--- src/rtl/redun_mont_sched.sv ---
`default_nettype none
// ============================================================================
//  Module   : redun_mont_sched
//  Purpose  : Job sequencer for the redun_mont squaring datapath. Takes a
//             start value and an iteration count T, launches the squarer
//             once, counts its per-iteration valid pulses and captures the
//             T-th result. It then flushes the squarer through a local reset
//             and presents the result on a valid/ready port.
//  Ports    : i_clk/i_rst           clock, synchronous active-high reset
//             i_start_*/o_start_rdy job request (ready only in IDLE)
//             i_abort               cancel job in LAUNCH/RUN
//             o_res_*/i_res_rdy     result handshake
//             o_sq/o_sq_val         launch value/pulse to the squarer
//             o_mont_rst            squarer local reset (flush)
//             i_mul/i_mul_val       per-iteration squarer output
//             o_iter_cnt/o_busy     status
//             o_wdog_err            sticky squarer-stall error
//             o_chk_*               checkpoint port (optional)
//  Options  : `define REDUN_MONT_SCHED_CHKPT_EN adds the checkpoint port.
//  Notes    : WRD_BITS/NUM_WRDS mirror redun_mont_pkg so the block stands
//             alone; operands are NUM_WRDS words of WRD_BITS+1 bits.
//  Revision : 1.0  initial release
// ============================================================================
module redun_mont_sched #(
    parameter int WRD_BITS       = 16,
    parameter int NUM_WRDS       = 4,
    parameter int ITER_BITS      = 64,
    parameter int FLUSH_CYCLES   = 4,
    parameter int WDOG_CYCLES    = 4096,
    parameter int CHKPT_INTERVAL = 1024
) (
    input  logic                               i_clk,
    input  logic                               i_rst,
    input  logic [NUM_WRDS-1:0][WRD_BITS:0]    i_start_dat,
    input  logic [ITER_BITS-1:0]               i_start_iter,
    input  logic                               i_start_val,
    output logic                               o_start_rdy,
    input  logic                               i_abort,
    output logic [NUM_WRDS-1:0][WRD_BITS:0]    o_res_dat,
    output logic                               o_res_val,
    input  logic                               i_res_rdy,
    output logic [NUM_WRDS-1:0][WRD_BITS:0]    o_sq,
    output logic                               o_sq_val,
    output logic                               o_mont_rst,
    input  logic [NUM_WRDS-1:0][WRD_BITS:0]    i_mul,
    input  logic                               i_mul_val,
    output logic [ITER_BITS-1:0]               o_iter_cnt,
    output logic                               o_busy,
`ifdef REDUN_MONT_SCHED_CHKPT_EN
    output logic [NUM_WRDS-1:0][WRD_BITS:0]    o_chk_dat,
    output logic [ITER_BITS-1:0]               o_chk_iter,
    output logic                               o_chk_val,
`endif
    output logic                               o_wdog_err
);

    localparam int FL_W = $clog2(FLUSH_CYCLES + 1);
    localparam int WD_W = $clog2(WDOG_CYCLES + 1);
    localparam logic [FL_W-1:0]      c_FLUSH_LAST = FL_W'(FLUSH_CYCLES - 1);
    localparam logic [WD_W-1:0]      c_WDOG_LAST  = WD_W'(WDOG_CYCLES - 1);
    localparam logic [ITER_BITS-1:0] c_ITER_ONE   = ITER_BITS'(1);

    typedef enum logic [2:0] {
        ST_IDLE   = 3'd0,
        ST_LAUNCH = 3'd1,
        ST_RUN    = 3'd2,
        ST_FLUSH  = 3'd3,
        ST_HOLD   = 3'd4
    } state_t;

    state_t                           r_state;
    logic                             r_pending;   // FLUSH exits to HOLD when set
    logic [FL_W-1:0]                  r_flush_cnt;
    logic [WD_W-1:0]                  r_wdog_cnt;
    logic [ITER_BITS-1:0]             r_iter_tgt;
    logic [ITER_BITS-1:0]             r_iter_cnt;
    logic                             r_start_rdy;
    logic                             r_busy;
    logic                             r_res_val;
    logic                             r_sq_val;
    logic                             r_mont_rst;
    logic                             r_wdog_err;
    logic [NUM_WRDS-1:0][WRD_BITS:0]  r_res_dat;
    logic [NUM_WRDS-1:0][WRD_BITS:0]  r_sq;

    logic                             w_accept;
    logic [ITER_BITS-1:0]             w_iter_nxt;

    assign w_accept   = i_start_val & r_start_rdy;
    assign w_iter_nxt = r_iter_cnt + c_ITER_ONE;

`ifdef REDUN_MONT_SCHED_CHKPT_EN
    localparam logic [ITER_BITS-1:0] c_CHK_MASK = ITER_BITS'(CHKPT_INTERVAL - 1);
    logic [NUM_WRDS-1:0][WRD_BITS:0]  r_chk_dat;
    logic [ITER_BITS-1:0]             r_chk_iter;
    logic                             r_chk_val;

    // Only non-final iterations reach here, so w_iter_nxt is already in (0,T).
    always_ff @(posedge i_clk) begin
        if (i_rst) begin
            r_chk_dat  <= '0;
            r_chk_iter <= '0;
            r_chk_val  <= 1'b0;
        end else begin
            r_chk_val <= 1'b0;
            if (r_state == ST_RUN && !i_abort && i_mul_val &&
                w_iter_nxt != r_iter_tgt && (w_iter_nxt & c_CHK_MASK) == '0) begin
                r_chk_dat  <= i_mul;
                r_chk_iter <= w_iter_nxt;
                r_chk_val  <= 1'b1;
            end
        end
    end

    assign o_chk_dat  = r_chk_dat;
    assign o_chk_iter = r_chk_iter;
    assign o_chk_val  = r_chk_val;
`else
    logic w_unused_chk;
    assign w_unused_chk = (CHKPT_INTERVAL > 0);
`endif

    // Reset parks the FSM in FLUSH (no result pending) so the squarer is
    // held in reset for FLUSH_CYCLES after i_rst drops, then IDLE.
    always_ff @(posedge i_clk) begin
        if (i_rst) begin
            r_state     <= ST_FLUSH;
            r_pending   <= 1'b0;
            r_flush_cnt <= '0;
            r_wdog_cnt  <= '0;
            r_iter_tgt  <= '0;
            r_iter_cnt  <= '0;
            r_start_rdy <= 1'b0;
            r_busy      <= 1'b1;
            r_res_val   <= 1'b0;
            r_sq_val    <= 1'b0;
            r_mont_rst  <= 1'b1;
            r_wdog_err  <= 1'b0;
            r_res_dat   <= '0;
            r_sq        <= '0;
        end else begin
            r_sq_val <= 1'b0;
            case (r_state)
                ST_IDLE: begin
                    if (w_accept) begin
                        r_iter_tgt  <= i_start_iter;
                        r_iter_cnt  <= '0;
                        r_wdog_err  <= 1'b0;
                        r_start_rdy <= 1'b0;
                        r_busy      <= 1'b1;
                        if (i_start_iter == '0) begin
                            // Nothing to square: the start value is the result.
                            r_res_dat <= i_start_dat;
                            r_res_val <= 1'b1;
                            r_state   <= ST_HOLD;
                        end else begin
                            r_sq       <= i_start_dat;
                            r_sq_val   <= 1'b1;
                            r_wdog_cnt <= '0;
                            r_state    <= ST_LAUNCH;
                        end
                    end
                end
                ST_LAUNCH: begin
                    if (i_abort) begin
                        r_state     <= ST_FLUSH;
                        r_pending   <= 1'b0;
                        r_flush_cnt <= '0;
                        r_mont_rst  <= 1'b1;
                    end else begin
                        r_state <= ST_RUN;
                    end
                end
                ST_RUN: begin
                    if (i_abort) begin
                        // Abort takes priority over a coincident final pulse.
                        r_state     <= ST_FLUSH;
                        r_pending   <= 1'b0;
                        r_flush_cnt <= '0;
                        r_mont_rst  <= 1'b1;
                    end else if (i_mul_val) begin
                        r_iter_cnt <= w_iter_nxt;
                        r_wdog_cnt <= '0;
                        if (w_iter_nxt == r_iter_tgt) begin
                            r_res_dat   <= i_mul;
                            r_state     <= ST_FLUSH;
                            r_pending   <= 1'b1;
                            r_flush_cnt <= '0;
                            r_mont_rst  <= 1'b1;
                        end
                    end else if (r_wdog_cnt == c_WDOG_LAST) begin
                        // WDOG_CYCLES-th consecutive idle cycle: give up on the job.
                        r_wdog_err  <= 1'b1;
                        r_state     <= ST_FLUSH;
                        r_pending   <= 1'b0;
                        r_flush_cnt <= '0;
                        r_mont_rst  <= 1'b1;
                    end else begin
                        r_wdog_cnt <= r_wdog_cnt + 1'b1;
                    end
                end
                ST_FLUSH: begin
                    if (r_flush_cnt == c_FLUSH_LAST) begin
                        r_mont_rst <= 1'b0;
                        if (r_pending) begin
                            r_res_val <= 1'b1;
                            r_state   <= ST_HOLD;
                        end else begin
                            r_start_rdy <= 1'b1;
                            r_busy      <= 1'b0;
                            r_state     <= ST_IDLE;
                        end
                    end else begin
                        r_flush_cnt <= r_flush_cnt + 1'b1;
                    end
                end
                ST_HOLD: begin
                    if (i_res_rdy) begin
                        r_res_val   <= 1'b0;
                        r_pending   <= 1'b0;
                        r_start_rdy <= 1'b1;
                        r_busy      <= 1'b0;
                        r_state     <= ST_IDLE;
                    end
                end
                default: begin
                    r_state     <= ST_FLUSH;
                    r_pending   <= 1'b0;
                    r_flush_cnt <= '0;
                    r_mont_rst  <= 1'b1;
                end
            endcase
        end
    end

    assign o_start_rdy = r_start_rdy;
    assign o_res_dat   = r_res_dat;
    assign o_res_val   = r_res_val;
    assign o_sq        = r_sq;
    assign o_sq_val    = r_sq_val;
    assign o_mont_rst  = r_mont_rst;
    assign o_iter_cnt  = r_iter_cnt;
    assign o_busy      = r_busy;
    assign o_wdog_err  = r_wdog_err;

endmodule
`default_nettype wire
--- config.mk ---
export PLATFORM = sky130hd
export DESIGN_NAME = redun_mont_sched
export DESIGN_NICKNAME = d
export VERILOG_FILES = /design/src/rtl/redun_mont_sched.sv
export SDC_FILE = /design/constraint.sdc
export NUM_CORES = 1
export LEC_CHECK = 0
export CAP_MARGIN = 15
export CORE_MARGIN = 3
export CORE_UTILIZATION = 45
export DETAILED_ROUTE_END_ITERATION = 16
export MAX_ROUTING_LAYER = met4
export PLACE_DENSITY = 0.83
export RECOVER_POWER = 25
export SYNTH_ARGS = -nofsm -noshare
export SYNTH_HDL_FRONTEND = slang
export SYNTH_SLANG_ARGS = --single-unit
--- constraint.sdc ---
create_clock -name i_clk -period 3.5 [get_ports i_clk]
set_clock_uncertainty 0.15 [all_clocks]
set_input_delay 0.7 -clock i_clk [delete_from_list [all_inputs] [get_ports i_clk]]
set_output_delay 0.7 -clock i_clk [all_outputs]
set_load 0.03 [all_outputs]
# ---- Yosys cells after proc, flatten, opt, wreduce, memory -nomap -nowiden
# Index checks and enable logic that the tools add are counted.
dict set report word_totals {
  regBits 290
  output_inout_bits 206
  wordCells 137
}
dict set report classes {
  n_addsub 3
  eq_ne 24
  mux 65
  bitwise_logic 6
  reduce_logical 19
}
# cell n
set ops {}
lappend ops {{68-bit two-way mux} 5}
lappend ops {{64-bit two-way mux} 3}
lappend ops {{68-bit one-hot mux with 2 select lines} 1}
lappend ops {{64-bit one-hot mux with 2 select lines} 1}
lappend ops {{13-bit two-way mux} 5}
lappend ops {{64-bit by 1-bit adder with 64-bit output (second input constant)} 1}
lappend ops {{64-bit equality test} 1}
lappend ops {{64-bit zero test} 1}
lappend ops {{3-bit two-way mux} 15}
lappend ops {{5-bit AND reduction} 7}
lappend ops {{2-bit != test (second input constant)} 14}
lappend ops {{1-bit two-way mux} 26}
lappend ops {{13-bit one-hot mux with 2 select lines} 1}
lappend ops {{3-bit one-hot mux with 5 select lines} 1}
lappend ops {{13-bit by 1-bit adder with 13-bit output (second input constant)} 1}
lappend ops {{13-bit by 12-bit equality test with 1-bit output (second input constant)} 1}
lappend ops {{3-bit one-hot mux with 4 select lines} 1}
lappend ops {{6-bit AND reduction} 2}
lappend ops {{3-bit by 2-bit equality test with 1-bit output (second input constant)} 3}
lappend ops {{1-bit one-hot mux with 3 select lines} 3}
lappend ops {{4-bit != test (second input constant)} 2}
lappend ops {{1-bit one-hot mux with 4 select lines} 2}
lappend ops {{1-bit inverter} 5}
lappend ops {{4-bit AND reduction} 1}
lappend ops {{other kinds (13)} 14}

# ---- Depth between registers and ports, before layout
dict set report depth {
  ltp_word 6
  mapped_depth 15
  depth_no_buf 11
}

# ---- Worst setup path before layout
# No wires, ideal clock.
dict set report synth_timing {
  path_type {register to register}
  startpoint {reg r_iter_cnt[22] (netlist: o_iter_cnt[22])}
  endpoint {reg r_res_dat (netlist bit o_res_dat[10])}
  setup_ns 0.119
  t_arrival_ns 3.741
  required_time_ns 3.231
  path_slack_ns -0.510
  stages_incl_launch_ff 15
  path_buffers 4
  cell_sequence {dfxtp_1 -> buf_2 -> inv_1 -> or4_1 -> buf_2 -> or4_4 -> nor4_2 -> o21ai_1 -> or4b_1 -> nor4_2 -> a31oi_1 -> buf_2 -> buf_4 -> a21oi_1 -> o21ai_1}
}
dict set report synth_between {
  elab_chain_len 4
}
# element line
set synth_rtl {}
lappend synth_rtl {{from (decl)} 76} ;# logic [ITER_BITS-1:0] r_iter_cnt;
lappend synth_rtl {{from (signal assigned)} 182} ;# r_iter_cnt <= w_iter_nxt;
lappend synth_rtl {{64-bit by 1-bit adder with 64-bit output} 90} ;# assign w_iter_nxt = r_iter_cnt + c_ITER_ONE;
lappend synth_rtl {{64-bit equality test} 184} ;# if (w_iter_nxt == r_iter_tgt) begin
lappend synth_rtl {{2-bit != test (no source line)} n/a}
lappend synth_rtl {{6-bit AND reduction (no source line)} n/a}
lappend synth_rtl {{to (signal assigned)} 153} ;# r_res_dat <= i_start_dat;
lappend synth_rtl {{to (signal assigned)} 185} ;# r_res_dat <= i_mul;
lappend synth_rtl {{to (decl)} 83} ;# logic [NUM_WRDS-1:0][WRD_BITS:0] r_res_dat;
# No other way between the ends.
# A chain may end at the register's enable or synchronous reset.

# ---- Worst setup path after layout
dict set report layout_timing {
  startpoint {reg r_iter_cnt[20] (netlist: o_iter_cnt[20])}
  endpoint {reg r_res_dat (netlist bit o_res_dat[49])}
}
# The elaborated chain is that of the path after synthesis.

==> summary.md <==
| Metric | Value |
|---|---|
| Outcome | finished with violations |
| Violated checks | capacitance limit, slew limit, setup timing |
| Number of CTS-inserted buffers | 34 |
| Nets | between 3,000 and 4,000 |
| Vias post-DR | just over 20,000 |
| CTS max path bufs | 3 |
| Gr ovfl total | 0 |
| XOR/XNOR Fraction of Synth Area | 0.0589 |
| RSZ-0062 raised after global routing | yes |
| 1st-iter DRT viols | ~2,000 |
| Minimum clock period | about 3900 ps |
| CTS Sinks | a little under 300 |
| Post-DRT Antenna Nets | 0 |
| Global-route wire length before repair | around 110 mm |
| Worst-Skew Late Latency | roughly 540 ps |
| Register area | 5890 um2 |
| Clock Power Share | 0.420 |
| Slew Limit Fails | 69 |
| Yosys cell types | 78 |
| Post-synth EDFFs | 0 |
| Final hold vios | 0 |
| Tcrit/Tclk final | 1.11 |
| Pwr Density | approximately 370 nW/um2 |
| Largest cells by area after synthesis | dfxtp_1 38%, a21oi_1 11%, nand2_1 11%, nand3_1 3.8%, xnor2_1 3.8% |
| Worst setup EP type | flop |
| Seq pwr share | 0.387 |
| Synthesis-to-layout area growth | 60.0% |
| CP max FO | 9 |
| Sw Pwr | around 2700 uW |
| Fmax | 258 MHz |
| Ports | ~400 |
| Initial Utilization | 0.459 |
| Fillers | around 2,400 |
| Power Internal | roughly 6300 uW |
| Drt via density | about 6.1 |
| Seq/Total Area, Yosys | 0.375 |
| RD Place Congestion | 1.09 |
| WL final | between 70 and 80 mm |
| Normalized max-slew margin | -0.0386 |
| Horiz. Die Dim | around 190 um |
| Post-DP HPWL | 56.6 mm |
| Synth Area in Compound Gates | 0.207 |
| Sw Share | 0.301 |
| Setup ws final | -371 ps |
| Reg2Reg Depth | 17 |
| Worst path required time | around 3800 ps |
| Max cap viols | 1 |
| Largest net degree at the start of global routing | around 140 |
| Synthesized Nets | between 2,000 and 2,500 |
| Vias in the first global route | 19,200 |
| Largest family of logic cells by synthesized area | simple AND/OR/NAND/NOR gates |
| Worst min path class | primary input to flop |
| Initial antenna violation count | 0 |
| H-tree levels | 2 |
| VDD IR max | 0.380 mV |
| Yosys warnings | 0 |
| GRT Util Overall | 0.403 |
| Placed inst area | approximately 23,000 um2 |
| Setup Crit Path Kind | flop to flop |
| Final Setup Violations | 72 |
| Root cell of the clock tree | clkbuf_16 |
| CTS clk-pin slew, worst paths | about 60 ps |
| Post-DR wirelength/cell | ~24 um |
| Top-area cell type share of the netlist area | 0.375 |
| Final Power | between 9000 and 10,000 uW |
| Tightest Pin Transition | around 1600 ps |
| Comb pwr share | 0.193 |
| Post-synth ARST share | 0 |
| # rows | 67 |
| Data arrival time of the worst path | 4160 ps |
| N_diodes | 0 |
| Die height | between 150 and 200 um |
| Static leakage | 0.00934 uW |
| Main synth FF type | dfxtp_1 |
| Multiplexer share of the synthesized area | 0.00469 |
| DR DRC count | 0 |
| Fraction of layout cells with a size suffix above 1 | 0.227 |
| Mapped Area | around 15,000 um2 |
| Syn_area_per_cell | 7.14 um2 |
| Post-Synth Simple-Gate Area | 0.288 |
| Pre-antenna DRT Iters | 7 |
| CTS tree | done |
| Multi-input gate area | between 9000 and 10,000 um2 |
| # port buffers | about 400 |
| Number of synthesized register bits | between 200 and 300 |
| Synth area leader | dfxtp_1 |
| Startpoint types | flop |
| Die area | between 30,000 and 40,000 um2 |
| Core Region | around 34,000 um2 |
| Hold path depth | 2 |
| Fin area | 24,800 um2 |
| Adder-cell share of the synthesized area | 0.00324 |
| Gate Count Post-Synth | between 2,000 and 2,500 |
-- layer usage --
metal | global-route usage | vias up | share of wire
li1 | - | 8859 | -
met2 | 0.673 | 1353 | 0.48
met3 | 0.0657 | 344 | 0.086
met4 | 0.197 | 0 | 0.066
met1 | 0.472 | 9649 | 0.37
met5 | - | - | 0
-- worst max-delay path, stage by stage, from the launching register on --
cell	delay, ps
dfxtp_4	340
nand4_1	110
buf_6	160
or4_4	480
buf_8	160
buf_4	130
buf_4	130
nor4_4	360
buf_4	180
a31o_2	190
nand4_1	120
buf_4	170
nor4_4	310
a31oi_4	130
buf_12	180
clkbuf_16	180
a21oi_1	170
o21ai_0	100
-- cell usage after synthesis (8+ instances only) --
master	instances
a211oi_1	9
a21oi_1	355
a21oi_2	8
a311oi_1	8
a31oi_1	13
and2_1	8
and3_1	21
and4_1	12
buf_2	20
clkbuf_1	136
dfxtp_1	290
inv_1	83
nand2_1	437
nand2b_1	8
nand3_1	118
nand3b_1	8
nand4_1	41
nor2_1	112
nor3_1	32
nor4_1	60
o21ai_0	116
o21ai_1	13
o21ai_2	8
or2_2	10
or3_1	24
or4_1	12
xnor2_1	67
xor2_1	37
-- cell families (layout without fill, tap and decap cells) --
group           after synthesis  count (layout)
simple gates                932             933
buf+inv                     249             934
flops                       290             290
compound gates              579             579
fa+ha+maj                     4               4
xor+xnor                    104             104
mux                           7               7
-- power by group through the flow --
stage / sequential [uW] / clock [uW] / combinational (uW)
2_1_floorplan: 3700 / 0 / 673
3_3_place_gp: 3560 / 0 / 1540
3_5_place_dp: 3570 / 0 / 1570
4_1_cts: 3500 / 3820 / 1590
5_1_grt: 3520 / 3950 / 1820
6_report: 3520 / 3810 / 1750
-- flip-flops by register name, summed over array words and instances (netlist names) --
signal       flops
o_res_dat       68
o_sq            68
o_iter_cnt      64
r_iter_tgt      64
r_wdog_cnt      13
r_flush_cnt      3
r_state          3
o_busy           1
o_mont_rst       1
o_res_val        1
o_sq_val         1
o_start_rdy      1
o_wdog_err       1
r_pending        1
-- final timing paths --
kind / start / end / slack (ps)
max: o_iter_cnt[20] / o_res_dat[49] / -370
min: i_rst / o_iter_cnt[43] / 280
max reg2reg: o_iter_cnt[20] / o_res_dat[49] / -370
min reg2reg: o_sq[38] / o_sq[38] / 300
-- placed cells by master, fill, tap and decap left out, drive strengths merged, types with 12 or more instances in the layout --
| cell type | n |
|---|---|
| o21ai | 137 |
| dfxtp | 290 |
| or4 | 14 |
| clkbuf | 61 |
| nand3 | 118 |
| nand2 | 437 |
| nor3 | 32 |
| inv | 86 |
| nor4 | 66 |
| and4 | 12 |
| xor2 | 37 |
| buf | 369 |
| and3 | 21 |
| a21oi | 363 |
| nor2 | 113 |
| or3 | 26 |
| xnor2 | 67 |
| nand4 | 43 |
| a31oi | 13 |
| clkdlybuf4s50 | 367 |
| dlygate4sd3 | 43 |
-- area by class of cell --
cell class,instances,share of cell area
multi-input cells,1627,0.381
repair buffers,789,0.297
flip-flops and latches,290,0.238
clock buffers,51,0.0410
well taps,448,0.0226
inverters,83,0.0126
clock inverters,11,0.00728
-- through the flow --
| stage | std cells | utilization | worst slack (ps) | hold slack (ps) | setup TNS (ps) |
|---|---|---|---|---|---|
| 2_1_floorplan | 2165 | - | -156 | 268 | -5700 |
| 3_3_place_gp | 3213 | 0.674 | -576 | 276 | -50780 |
| 3_5_place_dp | 3213 | 0.674 | -545 | 296 | -51020 |
| 4_1_cts | 3284 | 0.716 | -278 | 245 | -15610 |
| 5_1_grt | 3299 | 0.734 | -438 | 278 | -27350 |
| 6_report | 3299 | 0.734 | -371 | 277 | -20860 |
-- repair_timing --
action,4_1_cts,5_1_grt
pin swaps,6,9
hold buffers,0,0
gates resized for setup,40,81
setup buffers,8,3
endpoints found under the setup margin,74,78
gates cloned,1,12
No activity file was read; power rests on OpenSTA's default activity.
